[src/rtl/hawk_phase_scheduler_if.sv]
// hawk_phase_scheduler_if: button inputs, controller status and scheduler
// outputs of the HAWK phase scheduler, bundled for a single port connection.
// slave  = the scheduler itself; master = whatever drives buttons/controller.
interface hawk_phase_scheduler_if;
  logic       btn_a;
  logic       btn_b;
  logic [3:0] present_state;
  logic       clr_count;
  logic       inc_count;
  logic       ctrl_tick;
  logic       YP;
  logic       NS;
  logic       flash_done;
  logic       req_pending;
  logic       chirp;

  modport slave (
    input  btn_a, btn_b, present_state, clr_count, inc_count,
    output ctrl_tick, YP, NS, flash_done, req_pending, chirp
  );

  modport master (
    output btn_a, btn_b, present_state, clr_count, inc_count,
    input  ctrl_tick, YP, NS, flash_done, req_pending, chirp
  );
endinterface

[src/rtl/hawk_phase_scheduler.sv]
// hawk_phase_scheduler: tick prescaler, curb-button request arbitration,
// minimum-green enforcement and walk / flashing-clearance timing for the
// HAWK pedestrian-beacon controller.
// Optional build macro HAWK_SCHED_ACCESSIBLE_EN: long button presses extend
// the walk interval to twice WALK_TICKS and drive the audible chirp cue.
module hawk_phase_scheduler #(
  parameter int TICK_DIV         = 50000000,
  parameter int MIN_GREEN_TICKS  = 20,
  parameter int WALK_TICKS       = 7,
  parameter int FLASH_TICKS      = 10,
  parameter int LONG_PRESS_TICKS = 3
) (
  input  logic                   clk,
  input  logic                   reset,
  hawk_phase_scheduler_if.slave  bus
);

  localparam int DIV_W   = $clog2(TICK_DIV);
  localparam int GREEN_W = $clog2(MIN_GREEN_TICKS + 1);
`ifdef HAWK_SCHED_ACCESSIBLE_EN
  localparam int WALK_MAX = 2 * WALK_TICKS;
`else
  localparam int WALK_MAX = WALK_TICKS;
`endif
  localparam int WALK_W  = $clog2(WALK_MAX + 1);

  typedef enum logic [1:0] {
    S_IDLE,
    S_HOLD,
    S_GRANT,
    S_BUSY
  } sched_state_e;

  // ---------------------------------------------------------------------
  // Prescaler and controller-state decodes
  // ---------------------------------------------------------------------
  logic [DIV_W-1:0] div_cnt_q, div_cnt_d;
  logic             tick;

  assign tick      = (div_cnt_q == DIV_W'(TICK_DIV - 1));
  assign div_cnt_d = tick ? '0 : div_cnt_q + DIV_W'(1);

  logic ps_green;   // vehicle green, including out-of-range codes
  logic ps_walk;
  logic ps_flash;

  assign ps_green = (bus.present_state == 4'd0) || (bus.present_state > 4'd13);
  assign ps_walk  = (bus.present_state == 4'd8);
  assign ps_flash = (bus.present_state == 4'd9);

  // ---------------------------------------------------------------------
  // Button synchronizers and merged rising-edge press
  // ---------------------------------------------------------------------
  logic [1:0] sync_a_q, sync_b_q;
  logic       prev_a_q, prev_b_q;
  logic       press_q;

  // Two-flop synchronizers, edge history and the registered merged press.
  always_ff @(posedge clk) begin
    // NOTE: sequential state uses non-blocking assignments so every flop
    // samples pre-edge values, independent of statement order.
    if (reset) begin
      sync_a_q <= '0;
      sync_b_q <= '0;
      prev_a_q <= 1'b0;
      prev_b_q <= 1'b0;
      press_q  <= 1'b0;
    end else begin
      sync_a_q <= {sync_a_q[0], bus.btn_a};
      sync_b_q <= {sync_b_q[0], bus.btn_b};
      prev_a_q <= sync_a_q[1];
      prev_b_q <= sync_b_q[1];
      press_q  <= (sync_a_q[1] & ~prev_a_q) | (sync_b_q[1] & ~prev_b_q);
    end
  end

  // ---------------------------------------------------------------------
  // Interval counters
  // ---------------------------------------------------------------------
  logic [GREEN_W-1:0] green_cnt_q, green_cnt_d;
  logic [WALK_W-1:0]  walk_cnt_q, walk_cnt_d;
  logic [WALK_W-1:0]  walk_thr;
  logic [3:0]         flash_cnt_q, flash_cnt_d;
  logic               ns_q, ns_d;
  logic               flash_done_q, flash_done_d;
  logic               green_ok;

  assign green_ok = (green_cnt_q == GREEN_W'(MIN_GREEN_TICKS));

  // Next values of the green, walk and flash counters and their flags.
  always_comb begin
    // NOTE: every output of this block gets a default first, so no path
    // leaves a variable unassigned and no latch is inferred.
    green_cnt_d  = green_cnt_q;
    walk_cnt_d   = walk_cnt_q;
    flash_cnt_d  = flash_cnt_q;

    if (!ps_green)
      green_cnt_d = '0;
    else if (tick && !green_ok)
      green_cnt_d = green_cnt_q + GREEN_W'(1);

    if (!ps_walk)
      walk_cnt_d = '0;
    else if (tick && (walk_cnt_q != WALK_W'(WALK_MAX)))
      walk_cnt_d = walk_cnt_q + WALK_W'(1);

    // A clear in the same cycle as a tick wins.
    if (bus.clr_count || !ps_flash)
      flash_cnt_d = '0;
    else if (tick && bus.inc_count && (flash_cnt_q != 4'(FLASH_TICKS)))
      flash_cnt_d = flash_cnt_q + 4'd1;

    ns_d         = ps_walk && (walk_cnt_d >= walk_thr);
    flash_done_d = (flash_cnt_d == 4'(FLASH_TICKS));
  end

  // Prescaler, interval counters and the registered NS / flash_done flags.
  always_ff @(posedge clk) begin
    if (reset) begin
      div_cnt_q    <= '0;
      green_cnt_q  <= '0;
      walk_cnt_q   <= '0;
      flash_cnt_q  <= '0;
      ns_q         <= 1'b0;
      flash_done_q <= 1'b0;
    end else begin
      div_cnt_q    <= div_cnt_d;
      green_cnt_q  <= green_cnt_d;
      walk_cnt_q   <= walk_cnt_d;
      flash_cnt_q  <= flash_cnt_d;
      ns_q         <= ns_d;
      flash_done_q <= flash_done_d;
    end
  end

  // ---------------------------------------------------------------------
  // Request scheduler FSM
  // ---------------------------------------------------------------------
  sched_state_e state_q, state_d;
  logic         pend_q, pend_d;
  logic         yp, req_pending;

  // State and deferred-request flag registers.
  always_ff @(posedge clk) begin
    if (reset) begin
      state_q <= S_IDLE;
      pend_q  <= 1'b0;
    end else begin
      state_q <= state_d;
      pend_q  <= pend_d;
    end
  end

  // Next state and Moore outputs; presses in HOLD/GRANT are absorbed.
  always_comb begin
    state_d     = state_q;
    pend_d      = pend_q;
    yp          = 1'b0;
    req_pending = 1'b0;
    unique case (state_q)
      S_IDLE: begin
        if (press_q) state_d = S_HOLD;
      end
      S_HOLD: begin
        req_pending = 1'b1;
        if (green_ok) state_d = S_GRANT;
      end
      S_GRANT: begin
        yp          = 1'b1;
        req_pending = 1'b1;
        if (bus.present_state == 4'd1) state_d = S_BUSY;
      end
      S_BUSY: begin
        if (press_q) pend_d = 1'b1;
        if (ps_green) begin
          state_d = (pend_q || press_q) ? S_HOLD : S_IDLE;
          pend_d  = 1'b0;
        end
      end
      default: state_d = S_IDLE;
    endcase
  end

  // ---------------------------------------------------------------------
  // Accessible long-press extension
  // ---------------------------------------------------------------------
`ifdef HAWK_SCHED_ACCESSIBLE_EN
  localparam int HOLD_W = $clog2(LONG_PRESS_TICKS + 1);

  logic [HOLD_W-1:0] hold_a_q, hold_a_d, hold_b_q, hold_b_d;
  logic              long_q, long_d;
  logic              was_walk_q;
  logic              long_hit;

  // Hold counters follow the synchronized level; long latches on the tick
  // a held button first reaches the threshold while a request is in flight.
  always_comb begin
    hold_a_d = hold_a_q;
    hold_b_d = hold_b_q;
    if (!sync_a_q[1])
      hold_a_d = '0;
    else if (tick && (hold_a_q != HOLD_W'(LONG_PRESS_TICKS)))
      hold_a_d = hold_a_q + HOLD_W'(1);
    if (!sync_b_q[1])
      hold_b_d = '0;
    else if (tick && (hold_b_q != HOLD_W'(LONG_PRESS_TICKS)))
      hold_b_d = hold_b_q + HOLD_W'(1);

    long_hit = ((hold_a_d == HOLD_W'(LONG_PRESS_TICKS)) &&
                (hold_a_q != HOLD_W'(LONG_PRESS_TICKS))) ||
               ((hold_b_d == HOLD_W'(LONG_PRESS_TICKS)) &&
                (hold_b_q != HOLD_W'(LONG_PRESS_TICKS)));

    long_d = long_q;
    if (was_walk_q && !ps_walk)
      long_d = 1'b0;
    else if (long_hit && (state_q != S_IDLE))
      long_d = 1'b1;
  end

  // Hold counters, long flag and walk-exit history.
  always_ff @(posedge clk) begin
    if (reset) begin
      hold_a_q   <= '0;
      hold_b_q   <= '0;
      long_q     <= 1'b0;
      was_walk_q <= 1'b0;
    end else begin
      hold_a_q   <= hold_a_d;
      hold_b_q   <= hold_b_d;
      long_q     <= long_d;
      was_walk_q <= ps_walk;
    end
  end

  assign walk_thr  = long_q ? WALK_W'(2 * WALK_TICKS) : WALK_W'(WALK_TICKS);
  assign bus.chirp = long_q && ps_walk;
`else
  // Long-press timing is not built; the parameter is kept for a uniform
  // interface across both build variants.
  logic [31:0] unused_long_press_cfg;
  assign unused_long_press_cfg = 32'(LONG_PRESS_TICKS);

  assign walk_thr  = WALK_W'(WALK_TICKS);
  assign bus.chirp = 1'b0;
`endif

  // ---------------------------------------------------------------------
  // Outputs
  // ---------------------------------------------------------------------
  assign bus.ctrl_tick   = tick;
  assign bus.YP          = yp;
  assign bus.NS          = ns_q;
  assign bus.flash_done  = flash_done_q;
  assign bus.req_pending = req_pending;

endmodule
[src/flat_wrapper.sv]
// flat-port wrapper written by rule: the top's interface ports become plain ports
module hawk_phase_scheduler_flat 
#(
  parameter int TICK_DIV         = 50000000,
  parameter int MIN_GREEN_TICKS  = 20,
  parameter int WALK_TICKS       = 7,
  parameter int FLASH_TICKS      = 10,
  parameter int LONG_PRESS_TICKS = 3
)
  (clk, reset, bus_btn_a, bus_btn_b, bus_present_state, bus_clr_count, bus_inc_count, bus_ctrl_tick, bus_YP, bus_NS, bus_flash_done, bus_req_pending, bus_chirp);
  hawk_phase_scheduler_if bus_i ();
  input  logic clk;
  input  logic reset;
  input wire logic [$bits(bus_i.btn_a)-1:0] bus_btn_a;
  input wire logic [$bits(bus_i.btn_b)-1:0] bus_btn_b;
  input wire logic [$bits(bus_i.present_state)-1:0] bus_present_state;
  input wire logic [$bits(bus_i.clr_count)-1:0] bus_clr_count;
  input wire logic [$bits(bus_i.inc_count)-1:0] bus_inc_count;
  output wire logic [$bits(bus_i.ctrl_tick)-1:0] bus_ctrl_tick;
  output wire logic [$bits(bus_i.YP)-1:0] bus_YP;
  output wire logic [$bits(bus_i.NS)-1:0] bus_NS;
  output wire logic [$bits(bus_i.flash_done)-1:0] bus_flash_done;
  output wire logic [$bits(bus_i.req_pending)-1:0] bus_req_pending;
  output wire logic [$bits(bus_i.chirp)-1:0] bus_chirp;
  assign bus_i.btn_a = bus_btn_a;
  assign bus_i.btn_b = bus_btn_b;
  assign bus_i.present_state = bus_present_state;
  assign bus_i.clr_count = bus_clr_count;
  assign bus_i.inc_count = bus_inc_count;
  assign bus_ctrl_tick = bus_i.ctrl_tick;
  assign bus_YP = bus_i.YP;
  assign bus_NS = bus_i.NS;
  assign bus_flash_done = bus_i.flash_done;
  assign bus_req_pending = bus_i.req_pending;
  assign bus_chirp = bus_i.chirp;
  hawk_phase_scheduler #(.TICK_DIV(TICK_DIV), .MIN_GREEN_TICKS(MIN_GREEN_TICKS), .WALK_TICKS(WALK_TICKS), .FLASH_TICKS(FLASH_TICKS), .LONG_PRESS_TICKS(LONG_PRESS_TICKS)) u_core (.clk(clk), .reset(reset), .bus(bus_i));
endmodule
[config.mk]
export PLATFORM = sky130hd
export DESIGN_NAME = hawk_phase_scheduler_flat
export DESIGN_NICKNAME = d
export VERILOG_FILES = /design/src/rtl/hawk_phase_scheduler_if.sv /design/src/rtl/hawk_phase_scheduler.sv /design/src/flat_wrapper.sv
export SDC_FILE = /design/constraint.sdc
export NUM_CORES = 1
export LEC_CHECK = 0
export ABC_AREA = 1
export BUFFER_PORTS_ARGS = -buffer_cell sky130_fd_sc_hd__buf_4
export CAP_MARGIN = 20
export CORE_UTILIZATION = 50
export CTS_BUF_LIST = sky130_fd_sc_hd__clkbuf_8
export DETAILED_ROUTE_END_ITERATION = 7
export GPL_ROUTABILITY_DRIVEN = 0
export GPL_TIMING_DRIVEN = 0
export PLACE_DENSITY = 0.68
export SYNTH_ARGS = -nofsm -noshare
export SYNTH_HDL_FRONTEND = slang
export SYNTH_SLANG_ARGS = --single-unit
[constraint.sdc]
create_clock -name clk -period 1.85 [get_ports clk]
set_clock_uncertainty 0.15 [all_clocks]
set_input_delay 0.555 -clock clk [delete_from_list [all_inputs] [get_ports clk]]
set_output_delay 0.555 -clock clk [all_outputs]
set_load 0.02 [all_outputs]
==> out/results.ini <==
[final_layout]
diodes = 0
nets = 426
area_delta_synth_final_pct = 22.4
drive_gt1_share_pct = 27.1
postLayoutCellArea_um2 = 3210

[critical_path]
worstPathCellList = inv_2 > nand2_1 > nor2_1 > nand2_1 > nor2_4 > nand2_4 > inv_2 > buf_6
cp_data_required_time_ps = 1140
worstSetupPathType = flip-flop to primary output
r2r_cells = 9
worst-path-buf-inv = 3
cp-end-kind = primary output
r2r-end = u_core.div_cnt_q[18]$_SDFF_PP0_
cp-start-kind = flip-flop
cp.arrival_ps = 1380
slowest_stage = dfxtp_2
r2r_slack_ps = 50
r2r-start = u_core.div_cnt_q[1]$_SDFF_PP0_
max_stage_delay_ps = 370
worst-path-max-fanout = 7
critical_path.top_delay_family = simple AND/OR/NAND/NOR gates

[timing]
finalCritPeriodShare_pct = 113
timing.final.ws_setup_ps = -240
rsz0062_at_grt = yes
fin_setup_tns_ps = -240
fmax_mhz = 479
worst_pin_slew_ps = 697
whs_ps = 269
slew_violations = 0
relSlewSlack_pct = 53.1
setup_viol = 1
finalCriticalPeriod_ps = 2090
hold_viol = 0

[floorplan]
core_area_um2 = 5070
std_cell_rows = 26
start_util_pct = 51.7
ios = 16
die_y_um = 74.5
die_area_um2 = 5540
die_w_um = 74.5

[logic_synthesis]
yosysTopAreaCell = dfxtp_1
avgSynthCellArea_um2 = 7.15
synth_edf_count = 0
async_flop_share_pct = 0
ys_ff_latch = 50
synth.area.top_cells = dfxtp_1 (38%), nand2_1 (9.4%), inv_1 (8.3%), nor2_1 (7.1%), ha_1 (5.2%)
syn_nets = 388
synth_warnings = 0
synth_commonest_cells = nand2_1 (66), inv_1 (58), dfxtp_1 (50), nor2_1 (50), a21oi_1 (19)
synthesis.area_um2 = 2630
ys_types = 38
postSynthCellCount = 367
synth_ff_type = dfxtp_1
yosysSeqAreaShare_pct = 38.1
post-synth-top-count-cell = nand2_1
synth.top_cell.area_share_pct = 38.1

[placed_design]
dpl_worst_slack_ps = -169
place_area_um2 = 2820
hpwl_um = 3840
port_buffers = 14

[min_path]
hold_path.class = flip-flop to flip-flop
holdPathEnd = u_core.sync_a_q[1]$_SDFF_PP0_
worstHoldPathCells = 2
hold_start = u_core.sync_a_q[0]$_SDFF_PP0_

[global_route]
grt_overflow = 0
antenna_found_initial = 0
grt_usage_pct = 20.2
grt_pass1_wl_um = 8590
first_global_vias = 2059
grt_start_max_net_pins = 19

[detailed_routing]
drtPass1Iterations = 4
drtIter0Drc = 57
drc = 0
wl_per_cell_um = 11.4
vias_per_cell = 4.94
vias = 2351
final_antenna_net_count = 0
wl_um = 5420

[power_and_ir_drop]
p_total_mw = 2.10
leakagePower_nw = 1.35
p_per_area_nw_per_um2 = 653
max-vdd-ir-drop_uv = 485

[status]
violations = setup timing
status = finished, violations left

[clocking]
cts_max_level = 2
clkTransAtPathRegs_ps = 100
clk-insertion-delay-late_ps = 310
cts_buffer_depth = 2
clock-root-buffer = clkbuf_8
cts_num_sinks = 50
numCtsBuffers = 5
cts_tree = done

[flow_run]
maxCapViolations = 0

-- registers in the layout, indices dropped and copies added, names as in the netlist --
signal / cells
u_core.pend_q: 1
u_core.flash_cnt_q: 4
u_core.walk_cnt_q: 3
u_core.div_cnt_q: 26
u_core.prev_a_q: 1
u_core.sync_b_q: 2
u_core.state_q: 2
u_core.green_cnt_q: 5
u_core.prev_b_q: 1
u_core.sync_a_q: 2
u_core.bus.NS: 1
u_core.press_q: 1
u_core.bus.flash_done: 1
-- worst max path at each step --
stage	slack, ps	depth (start not counted)	from	endpoint
after floorplan	9	7	u_core.div_cnt_q[0]$_SDFF_PP0_	bus_ctrl_tick
after global placement	-150	8	u_core.div_cnt_q[0]$_SDFF_PP0_	bus_ctrl_tick
after detailed placement	-170	8	u_core.div_cnt_q[0]$_SDFF_PP0_	bus_ctrl_tick
after CTS	-230	8	u_core.div_cnt_q[1]$_SDFF_PP0_	bus_ctrl_tick
after global routing	-350	7	u_core.div_cnt_q[12]$_SDFF_PP0_	bus_ctrl_tick
final	-240	8	u_core.div_cnt_q[10]$_SDFF_PP0_	bus_ctrl_tick
-- cell usage in the layout, fill, tap and decap left out, types with 2 or more instances in the layout --
cell type / synthesis / layout
nand2_1: 66 / 61
inv_1: 58 / 51
nor2_1: 50 / 48
dfxtp_1: 50 / 36
buf_4: 1 / 29
a21oi_1: 19 / 19
nand3_1: 16 / 14
nor3_1: 13 / 13
dfxtp_2: 0 / 12
nor2_4: 6 / 11
inv_2: 4 / 10
nand4_1: 10 / 10
nand2_2: 5 / 8
ha_1: 11 / 8
o21ai_1: 8 / 7
xor2_1: 6 / 6
nor2_2: 8 / 5
o21ai_0: 5 / 5
clkbuf_8: 0 / 5
xnor2_1: 4 / 4
nand2_4: 1 / 3
nand3_2: 2 / 3
nand3b_1: 3 / 3
inv_6: 0 / 3
nor3_2: 2 / 2
nor4_1: 3 / 2
or2_2: 2 / 2
ha_4: 0 / 2
buf_6: 1 / 2
dfxtp_4: 0 / 2
-- stage by stage --
stage	cells	util (%)
floorplan	367	-
global placement	451	55.5
detailed placement	451	55.5
CTS	471	60.8
global route	476	63.3
finish	476	63.3
-- cell type report --
type                       count  area [um^2]
buffer                         4         33.8
timing repair buffer          31          258
tap                           70         87.6
sequential                    50         1020
clock buffer                   5         68.8
clock inverter                 3         26.3
inverter                      63          240
fill                         466         1860
multi-input combinational    250         1480
-- repair_timing --
action / in CTS / in global routing
resized for setup: 33 / 19
cloned: 0 / 1
endpoints found under the setup margin: 21 / 28
hold buffers: 0 / 0
buffers inserted: 12 / 5
pin swaps: 7 / 5
-- logic make-up after synthesis --
| group | share of synthesized area, % |
|---|---|
| and+or+nand+nor | 35.4 |
| buffers and inverters | 10.1 |
| DFF | 38.1 |
| AOI/OAI and AO/OA | 7.63 |
| adders and majority gates | 5.24 |
| xor gates and xnor gates | 3.34 |
| other | 0.143 |
-- power by group --
part	total [mW]	switching [mW]	internal [mW]
Combinational	0.303	0.155	0.147
Sequential	1.12	0.0164	1.10
Clock	0.677	0.395	0.281
-- worst min-delay path: stages (launching register included) --
cell     delay [ps]
dfxtp_1         310
inv_1            40
nor2_1           30
-- metal layers --
layer	GRT usage (%)	vias up	wire [um]
li1	-	1236	-
met1	25.5	1083	2580
met2	34.4	25	2640
met3	4.47	7	150
met4	5.66	0	56
met5	0	-	0
Note: power is estimated with default switching activity, not from simulation.
